File: src/rtl/dzcpu_useq_pkg.sv
// Shared encodings for the dzcpu microcode sequencer: flow codes, FSM states,
// and the bit layout of a microcode ROM word.
package dzcpu_useq_pkg;

  localparam int UOP_W    = 12;
  localparam int FLOW_MSB = 11;
  localparam int FLOW_LSB = 9;
  localparam int OP_MSB   = 8;

  typedef enum logic [2:0] {
    FL_OP        = 3'd0,
    FL_INC       = 3'd1,
    FL_EOF       = 3'd2,
    FL_INC_EOF   = 3'd3,
    FL_INC_EOF_Z = 3'd4,
    FL_JCB       = 3'd5,
    FL_NOP       = 3'd6,
    FL_ILLEGAL   = 3'd7
  } flow_e;

  typedef enum logic [1:0] {
    S_FETCH     = 2'd0,
    S_DECODE    = 2'd1,
    S_EXEC      = 2'd2,
    S_CB_DECODE = 2'd3
  } state_e;

endpackage

File: src/rtl/dzcpu_useq_flow_dec.sv
// Combinational decode of the 3-bit uop flow field into sequencer controls.
module dzcpu_useq_flow_dec
  import dzcpu_useq_pkg::*;
(
  input  logic [2:0] flow,
  input  logic       zero,
  output logic       advance,
  output logic       pc_inc,
  output logic       flow_end,
  output logic       cb,
  output logic       err
);

  always_comb begin
    advance  = 1'b0;
    pc_inc   = 1'b0;
    flow_end = 1'b0;
    cb       = 1'b0;
    err      = 1'b0;
    case (flow_e'(flow))
      FL_OP, FL_NOP: advance = 1'b1;
      FL_INC: begin
        advance = 1'b1;
        pc_inc  = 1'b1;
      end
      FL_EOF: flow_end = 1'b1;
      FL_INC_EOF: begin
        pc_inc   = 1'b1;
        flow_end = 1'b1;
      end
      // conditional early exit: Z set ends the flow, otherwise fall through
      FL_INC_EOF_Z: begin
        pc_inc   = 1'b1;
        flow_end = zero;
        advance  = ~zero;
      end
      FL_JCB: begin
        pc_inc = 1'b1;
        cb     = 1'b1;
      end
      FL_ILLEGAL: begin
        err      = 1'b1;
        flow_end = 1'b1;
      end
      default: ;
    endcase
  end

endmodule

File: src/rtl/dzcpu_useq.sv
// dzcpu microcode sequencer: fetch -> LUT decode -> step uPC through ROM to eof.
// Interrupt entry at end of flow is built only with DZCPU_USEQ_IRQ_EN defined.
module dzcpu_useq
  import dzcpu_useq_pkg::*;
#(
  parameter logic [7:0] IRQ_FLOW_IDX = 8'd90,
  parameter int         CYC_W        = 8
) (
  input  logic             iClock,
  input  logic             iReset,
  input  logic [7:0]       iMemData,
  input  logic             iMemReady,
  input  logic             iStall,
  input  logic [7:0]       iFlowIdx,
  input  logic [7:0]       iCbFlowIdx,
  input  logic [11:0]      iUop,
  input  logic             iZeroFlag,
  input  logic             iIrqReq,
  output logic [7:0]       oUopAddr,
  output logic             oUopValid,
  output logic             oPcInc,
  output logic             oFetch,
  output logic [7:0]       oMop,
  output logic [7:0]       oCbMop,
  output logic             oInstrDone,
  output logic [CYC_W-1:0] oInstrCycles,
  output logic             oIrqAck,
  output logic             oUopErr
);

  state_e           state, state_nxt;
  logic [7:0]       upc, upc_nxt;
  logic [CYC_W-1:0] cyc, cyc_nxt, cyc_inc, cycles_nxt;
  logic [7:0]       mop_nxt, cb_nxt;
  logic             done_nxt, ack_nxt, err_nxt;
  logic             dec_adv, dec_pc_inc, dec_end, dec_cb, dec_err;

  // datapath consumes the operand field directly from the ROM
  logic unused_op;
  assign unused_op = ^iUop[OP_MSB:0];

  dzcpu_useq_flow_dec u_flow_dec (
    .flow     (iUop[FLOW_MSB:FLOW_LSB]),
    .zero     (iZeroFlag),
    .advance  (dec_adv),
    .pc_inc   (dec_pc_inc),
    .flow_end (dec_end),
    .cb       (dec_cb),
    .err      (dec_err)
  );

  assign cyc_inc  = (&cyc) ? cyc : cyc + {{(CYC_W-1){1'b0}}, 1'b1};
  assign oUopAddr = upc;

`ifdef DZCPU_USEQ_IRQ_EN
  logic in_irq, in_irq_nxt;
`else
  logic unused_irq;
  assign unused_irq = iIrqReq;
`endif

  always_comb begin
    state_nxt  = state;
    upc_nxt    = upc;
    cyc_nxt    = cyc;
    mop_nxt    = oMop;
    cb_nxt     = oCbMop;
    cycles_nxt = oInstrCycles;
    err_nxt    = oUopErr;
    done_nxt   = 1'b0;
    ack_nxt    = 1'b0;
    oUopValid  = 1'b0;
    oPcInc     = 1'b0;
    oFetch     = 1'b0;
`ifdef DZCPU_USEQ_IRQ_EN
    in_irq_nxt = in_irq;
`endif
    if (!iStall) begin
      case (state)
        S_FETCH: begin
          oFetch = 1'b1;
          if (iMemReady) begin
            mop_nxt   = iMemData;
            state_nxt = S_DECODE;
          end
        end
        S_DECODE: begin
          upc_nxt   = iFlowIdx;
          cyc_nxt   = '0;
          state_nxt = S_EXEC;
        end
        S_CB_DECODE: begin
          upc_nxt   = iCbFlowIdx;
          state_nxt = S_EXEC;
        end
        S_EXEC: begin
          oUopValid = 1'b1;
          oPcInc    = dec_pc_inc;
          cyc_nxt   = cyc_inc;
          if (dec_adv) upc_nxt = upc + 8'd1;
          if (dec_err) err_nxt = 1'b1;
          if (dec_cb) begin
            cb_nxt    = iMemData;
            state_nxt = S_CB_DECODE;
          end
          if (dec_end) begin
            state_nxt  = S_FETCH;
            done_nxt   = 1'b1;
            cycles_nxt = cyc_inc;
`ifdef DZCPU_USEQ_IRQ_EN
            // a completed IRQ flow never chains straight into another one
            if (in_irq) begin
              in_irq_nxt = 1'b0;
            end else if (iIrqReq) begin
              state_nxt  = S_EXEC;
              upc_nxt    = IRQ_FLOW_IDX;
              cyc_nxt    = '0;
              ack_nxt    = 1'b1;
              in_irq_nxt = 1'b1;
            end
`endif
          end
        end
        default: state_nxt = S_FETCH;
      endcase
    end
  end

  always_ff @(posedge iClock or negedge iReset) begin
    if (!iReset) begin
      state        <= S_FETCH;
      upc          <= '0;
      cyc          <= '0;
      oMop         <= '0;
      oCbMop       <= '0;
      oInstrDone   <= 1'b0;
      oInstrCycles <= '0;
      oIrqAck      <= 1'b0;
      oUopErr      <= 1'b0;
    end else begin
      state        <= state_nxt;
      upc          <= upc_nxt;
      cyc          <= cyc_nxt;
      oMop         <= mop_nxt;
      oCbMop       <= cb_nxt;
      oInstrDone   <= done_nxt;
      oInstrCycles <= cycles_nxt;
      oIrqAck      <= ack_nxt;
      oUopErr      <= err_nxt;
    end
  end

`ifdef DZCPU_USEQ_IRQ_EN
  always_ff @(posedge iClock or negedge iReset) begin
    if (!iReset) in_irq <= 1'b0;
    else         in_irq <= in_irq_nxt;
  end
`endif

endmodule

File: config.mk
export PLATFORM = sky130hd
export DESIGN_NAME = dzcpu_useq
export DESIGN_NICKNAME = d
export VERILOG_FILES = /design/src/rtl/dzcpu_useq_pkg.sv /design/src/rtl/dzcpu_useq_flow_dec.sv /design/src/rtl/dzcpu_useq.sv
export SDC_FILE = /design/constraint.sdc
export NUM_CORES = 1
export LEC_CHECK = 0
export ABC_AREA = 1
export CAP_MARGIN = 15
export CORE_MARGIN = 2
export CORE_UTILIZATION = 49
export DETAILED_ROUTE_END_ITERATION = 10
export GPL_TIMING_DRIVEN = 0
export HOLD_SLACK_MARGIN = 0.08
export MAX_ROUTING_LAYER = met4
export PLACE_DENSITY = 0.85
export SLEW_MARGIN = 20
export SYNTH_ARGS = -nofsm -noshare
export SYNTH_HDL_FRONTEND = slang
export SYNTH_SLANG_ARGS = --single-unit
File: constraint.sdc
create_clock -name iClock -period 3.5 [get_ports iClock]
set_input_delay 0.35 -clock iClock [delete_from_list [all_inputs] [get_ports iClock]]
set_output_delay 0.35 -clock iClock [all_outputs]
set_load 0.02 [all_outputs]
==> run summary <==
reg2reg end: oCbMop[5]$_DFFE_PN0P_
Seq pwr share: 0.348
Area Growth Syn to Fin: 37.4%
wire per inst: 12.8 um
share of cells above drive strength 1: 0.142
Distinct cells, synth: 34
H-Tree Depth: 2
Starting Density: 0.506
final hold vios: 0
Static Leak: 1.59 nW
Pwr Density: 726 nW/um^2
non-filler cells, final: 432
Setup violations, final: 0
TritonCTS clock tree: done
reg2reg start: state[0]$_DFFE_PN0P_
DR vias/cell: 4.94
synthesized instance count: 287
Worst R2R Setup Slack: 1.89 ns
slew margin rel.: 0.604
period utilization: 0.710
GPL Wtd Cong: 0.887
Worst Setup EP: oPcInc
depth of the worst register-to-register path: 9
number of remaining DRC errors: 0
Power, Total: 2.39 mW
WL final: 5510 um
Ant. Diodes: 0
total track usage: 0.228
Yosys top cell area share: 0.460
fmax: 403 MHz
Clock Power Share: 0.146
post-layout util: 0.696
CTS Buffer Depth: 2
I/O Buffers: 68
Startpoint Class: flop
CP required: 3.15 ns
pin count of the biggest net entering global routing: 25
Iter 0 DRT Violations: 143
core area: 4720 um^2
Internal: 1.38 mW
max-slew violations: 0
net count of the mapped netlist: 336
HP Class: reg2reg
VDD IR-drop max: 0.000498 V
GRT Residual Overflow: 0
synthesized area: 2390 um^2
Setup TNS: 0 ns
post-route setup slack: 1.02 ns
sequential area share after synthesis: 0.460
root buf cell: clkbuf_8
TritonCTS Buffers: 5
dpl cells: 423
Worst Setup SP: state[0]$_DFFE_PN0P_
Die Height: 73.9 um
Worst Setup End Kind: output port
sw frac: 0.422
kind of critical path: reg2out
max_cap viols: 0
Crit path arrival time: 2.13 ns
later-pin clock latency in the skew report: 0.31 ns
via count: 2133
actual transition at the worst max-transition pin: 0.594 ns
Post-Place Setup Slack: 1.26 ns
Clk pin slew, worst setup/hold paths: 0.08 ns
Avg Inst Size Synth: 8.34 um^2
Syn. warnings: 0
Gate power share: 0.506
cell accounting for the most synthesized area: dfrtp_1
Synth Register Bits: 44
Final nets: 413
vias in the first global route: 2075
Rows: 25
Fin Clk Skew: 0.00699 ns
Critical Path Fanout Max: 10
DIE AREA: 5460 um^2
total iterations of the first detailed-routing run: 4
CTS Sinks: 44
global-route wire length before repair: 9140 um
status: finished clean
die outline width: 73.9 um
initial antenna violation count: 0
HPWL Detailed: 4080 um
post-route ant nets: 0
I/O pins: 80
postcts setup bufs: 0
Synth area leaders: dfrtp_1 46%, nand2_1 16%, o21ai_2 4.8%
Min Clock Period, post-route: 2.48 ns
sw power: 1.01 mW
RSZ-0062 raised after global routing: false
## cell families after synthesis
family                     Yosys count  synth area share
adders and majority gates            7            0.0366
other                                1           0.00157
and+or+nand+nor                    146             0.287
xor gates and xnor gates             3            0.0110
buffers and inverters               37            0.0701
DFF                                 44             0.460
AOI/OAI and AO/OA                   49             0.133
## Yosys cell counts (all sizes together)
| cell | count |
|---|---|
| o21ai | 36 |
| xor2 | 3 |
| nand2 | 109 |
| inv | 32 |
| nand3b | 1 |
| nor3 | 2 |
| a22oi | 4 |
| a21oi | 5 |
| dfrtp | 44 |
| nand4 | 1 |
| ha | 7 |
| a211oi | 1 |
| a21o | 1 |
| conb | 1 |
| nor2 | 17 |
| nand3 | 15 |
| o21bai | 2 |
| buf | 5 |
| nand2b | 1 |
## flip-flops by register name, summed over array words and instances, names as in the netlist
| register | count |
|---|---|
| cyc | 8 |
| oCbMop | 8 |
| oInstrCycles | 8 |
| oMop | 8 |
| oUopAddr | 8 |
| state | 2 |
| oInstrDone | 1 |
| oUopErr | 1 |
## power groups by stage
stage          logic, mW  clock network (mW)  registers (mW)
2_1_floorplan      0.519                   0            1.01
3_3_place_gp        1.19                   0           0.826
3_5_place_dp        1.21                   0           0.832
4_1_cts             1.22               0.348           0.829
5_1_grt             1.32               0.371           0.855
6_report            1.21               0.347           0.831
## cells in the final DEF (no fill, tap or decap), drive strengths merged
master	synthesis	routed
o21ai	36	36
nand4	1	1
nor3	2	2
nand2b	1	1
xor2	3	3
nand2	109	109
inv	32	32
clkdlybuf4s50	0	67
clkinvlp	0	2
a211oi	1	1
dfrtp	44	44
clkbuf	0	6
nor2	17	17
a21oi	5	5
dlygate4sd3	0	1
a21o	1	1
ha	7	7
o21bai	2	2
a22oi	4	4
buf	5	7
nand3	15	15
conb	1	1
nand3b	1	1
## worst max-delay path, cell delays in order (launching register included)
cell and delay, ns:
dfrtp_1 0.41, inv_1 0.13, ha_1 0.18, buf_6 0.16, nand2_4 0.12, a211oi_1 0.19, clkdlybuf4s50_1 0.64
## per-layer routing
layer,track usage,wire length [um]
met5,-,0
met4,0.0848,79
met3,0.0645,412
met2,0.360,2560
met1,0.277,2460
## repair_timing
action | CTS | global route
endpoints found under the hold margin | 23 | 0
setup endpoints to repair | 0 | 0
gates resized for setup | 0 | 0
hold buffers | 1 | 0
## per-stage QoR
stage | hold slack [ns] | area [um^2]
global route | 0.504 | 3290
global placement | 0.446 | 3160
floorplan | 0.0544 | 2390
detailed placement | 0.395 | 3180
finish | 0.469 | 3290
CTS | 0.474 | 3290
## worst min path at each step
stage                                      from                           to  slack, ns  cells past startpoint
floorplan                                iReset           cyc[0]$_DFFE_PN0P_       0.05                      0
global placement            oUopErr$_DFFE_PN0P_          oUopErr$_DFFE_PN0P_       0.45                      1
detailed placement                       iReset  oInstrCycles[0]$_DFFE_PN0P_       0.40                      1
CTS                         oUopErr$_DFFE_PN0P_          oUopErr$_DFFE_PN0P_       0.47                      1
global route        oInstrCycles[4]$_DFFE_PN0P_  oInstrCycles[4]$_DFFE_PN0P_       0.50                      2
finish                      oUopErr$_DFFE_PN0P_          oUopErr$_DFFE_PN0P_       0.47                      1
## cell type report
| class | count | area [um^2] |
|---|---|---|
| Buffer | 5 | 40.0 |
| Clock buffer | 6 | 82.6 |
| Clock inverter | 2 | 15.0 |
| Fill cell | 380 | 1440 |
| Inverter | 32 | 128 |
| Multi-Input combinational cell | 206 | 1120 |
| Sequential cell | 44 | 1100 |
| Tap cell | 67 | 83.8 |
| Timing Repair Buffer | 70 | 713 |
No activity file was read; power rests on OpenSTA's default activity.
